==> src/rtl/instr_fetch.sv <==
// Program-counter and single-outstanding instruction fetch stage.
// Fetches over a req/ack port, issues to decode over valid/ready, and resolves the next PC at issue.
module instr_fetch #(
  parameter int              PC_W    = 10,
  parameter int              INSTR_W = 9,
  parameter int              OFS_W   = 8,
  parameter logic [PC_W-1:0] INIT_PC = '0
) (
  input  logic               clk,
  input  logic               reset,
  input  logic               start,
  output logic               imem_req,
  output logic [PC_W-1:0]    imem_addr,
  input  logic               imem_ack,
  input  logic [INSTR_W-1:0] imem_rdata,
  output logic [INSTR_W-1:0] instr,
  output logic               instr_valid,
  input  logic               instr_ready,
  input  logic               br_rel,
  input  logic               br_abs,
  input  logic               z,
  input  logic [OFS_W-1:0]   br_ofs,
  input  logic [PC_W-1:0]    br_tgt,
  input  logic               halt,
  output logic [PC_W-1:0]    pc,
  output logic               done
);

  typedef enum logic [1:0] {IDLE, FETCH, ISSUE, HALT} state_t;

  state_t          state;
  logic [PC_W-1:0] pc_seq;
  logic [PC_W-1:0] pc_rel;
  logic [PC_W-1:0] pc_next;

  // Offset is sign-extended to PC width; wrap-around is intentional.
  assign pc_seq = pc + PC_W'(1);
  assign pc_rel = pc + PC_W'($signed(br_ofs));

  always_comb begin
    pc_next = pc_seq;
    if (br_abs && z)
      pc_next = br_tgt;
    else if (br_rel && z)
      pc_next = pc_rel;
  end

  assign imem_addr = pc;

  always_ff @(posedge clk or posedge reset) begin
    if (reset) begin
      state       <= IDLE;
      pc          <= INIT_PC;
      instr       <= '0;
      imem_req    <= 1'b0;
      instr_valid <= 1'b0;
      done        <= 1'b0;
    end else begin
      case (state)
        IDLE, HALT: begin
          if (start) begin
            pc       <= INIT_PC;
            imem_req <= 1'b1;
            done     <= 1'b0;
            state    <= FETCH;
          end
        end
        FETCH: begin
          if (imem_ack) begin
            instr       <= imem_rdata;
            imem_req    <= 1'b0;
            instr_valid <= 1'b1;
            state       <= ISSUE;
          end
        end
        ISSUE: begin
          // Branch/halt controls only matter on the handshake cycle.
          if (instr_ready) begin
            instr_valid <= 1'b0;
            if (halt) begin
              done  <= 1'b1;
              state <= HALT;
            end else begin
              pc       <= pc_next;
              imem_req <= 1'b1;
              state    <= FETCH;
            end
          end
        end
        default: state <= IDLE;
      endcase
    end
  end

endmodule

==> config.mk <==
export PLATFORM = sky130hd
export DESIGN_NAME = instr_fetch
export DESIGN_NICKNAME = d
export VERILOG_FILES = /design/src/rtl/instr_fetch.sv
export SDC_FILE = /design/constraint.sdc
export NUM_CORES = 1
export LEC_CHECK = 0
export CORE_AREA = 5 5 84 78
export CTS_CLUSTER_SIZE = 30
export DETAILED_ROUTE_END_ITERATION = 6
export DIE_AREA = 0 0 89 83
export REMOVE_ABC_BUFFERS = 1
export SETUP_SLACK_MARGIN = 0.1
export SYNTH_ARGS = -nofsm -noshare
export SYNTH_HDL_FRONTEND = slang
export SYNTH_SLANG_ARGS = --single-unit
export TNS_END_PERCENT = 5
==> constraint.sdc <==
create_clock -name clk -period 2.7 [get_ports clk]
set_input_delay 0.54 -clock clk [delete_from_list [all_inputs] [get_ports clk]]
set_output_delay 0.54 -clock clk [all_outputs]
set_load 0.005 [all_outputs]
==> metrics.txt <==
# TYPE chip_impl_metric gauge
chip_impl_metric{name="gr-usage-all-layers",unit="%"} 12.1
chip_impl_metric{name="synth_seq_area_share",unit="%"} 36.9
chip_impl_metric{name="post-route-period-util",unit="%"} 95.8
chip_impl_metric{name="chipHeight",unit="µm"} 83
chip_impl_metric{name="synth-edff-count",unit=""} 0
chip_impl_info{name="cp-end-kind",value="register"} 1
chip_impl_metric{name="nFillCells",unit=""} 541
chip_impl_metric{name="tritoncts_num_sinks",unit=""} 24
chip_impl_info{name="synthMostInstantiatedCell",value="dfrtp_1"} 1
chip_impl_metric{name="max_slew_violation_total_from_the_final_report",unit=""} 0
chip_impl_metric{name="period_needed",unit="ps"} 2590
chip_impl_metric{name="grt_max_degree",unit=""} 20
chip_impl_metric{name="placementRows",unit=""} 26
chip_impl_metric{name="dpl.hpwl",unit="µm"} 3530
chip_impl_metric{name="global_route_wire_length_before_repair",unit="µm"} 7310
chip_impl_metric{name="post_route_cells_drive_above_1_share",unit="%"} 15.1
chip_impl_metric{name="timing.fmax",unit="MHz"} 387
chip_impl_metric{name="cts_hold_buffers",unit=""} 0
chip_impl_metric{name="max-clock-path-buffers",unit=""} 2
chip_impl_metric{name="synth_mux_area_share",unit="%"} 7.46
chip_impl_metric{name="synth_area_in_compound_gates",unit="%"} 19.3
chip_impl_metric{name="ys_warn_count",unit=""} 0
chip_impl_metric{name="synthesis.area",unit="mm²"} 0.00163
chip_impl_metric{name="final-seq-area",unit="µm²"} 601
chip_impl_metric{name="final_core_util",unit="%"} 45.0
chip_impl_metric{name="cts_inserted_buffers",unit=""} 3
chip_impl_metric{name="floorplan.die.width",unit="µm"} 89
chip_impl_info{name="timing.critical_path.from_type",value="input pin"} 1
chip_impl_metric{name="power_per_cell_area",unit="mW/mm²"} 606
chip_impl_metric{name="syn_avg_cell_area",unit="µm²"} 9.58
chip_impl_metric{name="synth-simple-area-share",unit="%"} 15.1
chip_impl_metric{name="start_util",unit="%"} 29.3
chip_impl_metric{name="timing.final.hold_violations",unit=""} 0
chip_impl_metric{name="cap_viol_max_count",unit=""} 0
chip_impl_metric{name="routability_congestion_estimate",unit=""} 0.842
chip_impl_metric{name="synth_cell_types",unit=""} 42
chip_impl_info{name="synth_top_cells_by_area",value="dfrtp_1, ha_1, mux2_2"} 1
chip_impl_metric{name="xor_and_xnor_fraction_of_the_mapped_netlist_area",unit="%"} 3.23
chip_impl_metric{name="num_antenna_cells",unit=""} 0
chip_impl_info{name="class_of_the_tightest_hold_or_removal_check",value="register to register"} 1
chip_impl_metric{name="final_standard_cell_count_with_taps_included_and_fillers_excluded",unit=""} 315
chip_impl_metric{name="drtPass1Iterations",unit=""} 4
chip_impl_metric{name="critPathMaxFanout",unit=""} 3
chip_impl_metric{name="net_count_reported_at_finish",unit=""} 295
chip_impl_metric{name="required",unit="ps"} 2900
chip_impl_metric{name="headroom_to_the_max_slew_limit",unit="%"} 38.8
chip_impl_metric{name="routed_wl",unit="µm"} 4420
chip_impl_metric{name="flow.area_growth_from_synthesis",unit="%"} 53.8
chip_impl_metric{name="async_flop_share",unit="%"} 100
chip_impl_metric{name="reg2reg_slack",unit="ps"} 530
chip_impl_info{name="synthFlopType",value="dfrtp_1"} 1
chip_impl_metric{name="grt_pass1_vias",unit=""} 1556
chip_impl_metric{name="post_drt_wl_per_cell",unit="µm"} 14.0
chip_impl_info{name="synth_commonest_cells",value="dfrtp_1, nand2_1, o21ai_0, ha_1, buf_4"} 1
chip_impl_metric{name="cts-htree-levels",unit=""} 1
chip_impl_metric{name="p_leak",unit="nW"} 1.12
chip_impl_metric{name="finClkSkew",unit="ps"} 6.60
chip_impl_metric{name="drt-vias-per-instance",unit=""} 4.73
chip_impl_metric{name="clk_pin_slew_worst_paths",unit="ps"} 80
chip_impl_metric{name="i_o_pins",unit=""} 68
chip_impl_metric{name="power.ir.vdd_worst",unit="µV"} 401
chip_impl_metric{name="multiInputGateArea",unit="µm²"} 917
chip_impl_metric{name="placed_cells_incl_taps",unit=""} 311
chip_impl_metric{name="synth-adder-area-share",unit="%"} 10.5
chip_impl_metric{name="clk-insertion-delay-late",unit="ps"} 270
chip_impl_metric{name="via_count",unit=""} 1489
chip_impl_metric{name="postSynthRegisterBits",unit=""} 24
chip_impl_metric{name="grt_antenna_before_repair",unit=""} 0
chip_impl_metric{name="tightestPinTransition",unit="ps"} 911
chip_impl_metric{name="initialDrtViolationCount",unit=""} 73
chip_impl_info{name="tritoncts",value="built"} 1
chip_impl_info{name="netlist.top_cell.by_area",value="dfrtp_1"} 1
chip_impl_metric{name="postRouteAntennaNets",unit=""} 0
chip_impl_metric{name="netlist.area_leader.share",unit="%"} 36.9
chip_impl_metric{name="io_buffers",unit=""} 67
chip_impl_metric{name="design.die.area",unit="mm²"} 0.00739
chip_impl_info{name="path_class",value="input pin to register"} 1
chip_impl_info{name="outcome",value="complete, no violations"} 1
chip_impl_info{name="main_combinational_cell_family_by_area_after_synthesis",value="compound AO/OA/AOI/OAI gates"} 1
chip_impl_info{name="cts_root_buf",value="clkbuf_8"} 1
chip_impl_info{name="rsz0062_at_grt",value="true"} 1
chip_impl_metric{name="synthCells",unit=""} 170
chip_impl_metric{name="core_area",unit="mm²"} 0.00556
chip_impl_metric{name="overflow",unit=""} 0
chip_impl_metric{name="timing.final.setup_violations",unit=""} 0
chip_impl_metric{name="critPathArrivalTime",unit="ps"} 2780
chip_impl_metric{name="remaining_drc_errors",unit=""} 0
[per-stage QoR]
stage                     hold slack [ps]  area (µm²)  power, mW  setup WS, ps  setup TNS, ps
after detailed placement              493        2420       1.22          -265           -617
after floorplan                       469        1530      0.843           271              0
after CTS                             515        2490       1.54           104              0
after global placement                484        2420       1.21          -215           -455
after global routing                  532        2500       1.64          35.3              0
final                                 508        2500       1.52           114              0
[final timing paths]
| check | startpoint | to | cells past startpoint |
|---|---|---|---|
| worst max-delay path | br_rel | imem_addr[8]$_DFFE_PP0P_ | 10 |
| worst min-delay path | imem_req$_DFFE_PP0P_ | imem_req$_DFFE_PP0P_ | 2 |
| worst max register to register | imem_addr[0]$_DFFE_PP0P_ | imem_addr[8]$_DFFE_PP0P_ | 8 |
| worst min register to register | imem_req$_DFFE_PP0P_ | imem_req$_DFFE_PP0P_ | 2 |
| max in group asynchronous | reset | instr[2]$_DFFE_PP0P_ | 3 |
| min in group asynchronous | reset | imem_addr[6]$_DFFE_PP0P_ | 2 |
[critical path, stage by stage]
cell and delay [ps]:
clkdlybuf4s50_1 500, nand3b_1 90, ha_1 210, fa_2 350, a21o_1 190, a21oi_2 160, o21ai_2 80, o31a_1 240
or3_1 340, nand3_1 80
[routing by layer]
metal  routed length (µm)  vias to the layer above  share of wire (%)  track usage, %
met2                 1970                       44                 45            18.8
li1                     -                      759                  -               -
met3                  327                        2                7.4            4.06
met5                    0                        -                  0               0
met1                 2120                      684                 48            17.1
met4                    8                        0               0.18           0.812
[sequential cells by signal, indices dropped and copies added (netlist names)]
signal,cells
state,2
imem_addr,10
done,1
imem_req,1
instr,9
instr_valid,1
[kinds of logic (layout without fill, tap and decap cells)]
logic type | after synthesis | count (layout)
AO/OA/AOI/OAI | 48 | 48
flip-flops | 24 | 24
adder cells (fa/ha/maj) | 13 | 13
multiplexers | 11 | 11
buffers and inverters | 21 | 96
XOR/XNOR | 6 | 6
AND/OR/NAND/NOR | 47 | 47
[layout make-up]
| class | count | share of cell area [%] |
|---|---|---|
| clock buffer | 3 | 1.65 |
| clock inverter | 1 | 1.20 |
| inverter | 8 | 1.20 |
| multi-input combinational | 125 | 36.6 |
| sequential | 24 | 24.0 |
| tap | 70 | 3.50 |
| timing repair buffer | 84 | 31.8 |
[what timing repair did]
item	in CTS	in global routing
pin swaps	1	0
endpoints found under the setup margin	1	3
resized for setup	2	2
setup buffers	0	0
[power breakdown]
group	internal [mW]	total (mW)	switching, mW
combinational	0.386	0.673	0.287
clock	0.198	0.317	0.119
sequential	0.464	0.528	0.0643
total	1.05	1.52	0.470
[cells in the final DEF, fill, tap and decap left out, drive strengths merged, types with 2 or more instances in the layout]
master / instances
nand3b: 2
and3: 6
xnor2: 3
xor2: 3
a211oi: 2
a21o: 4
mux2i: 2
clkdlybuf4s50: 66
clkbuf: 3
buf: 17
a2bb2oi: 2
or3: 2
a31oi: 3
nand2b: 4
a21oi: 7
nand3: 4
o211ai: 2
inv: 8
nand2: 15
mux2: 9
a22oi: 3
dfrtp: 24
ha: 12
nor2: 7
nor3: 2
o21ai: 17
a32oi: 2
o21a: 2
Note: power is estimated with default switching activity, not from simulation.
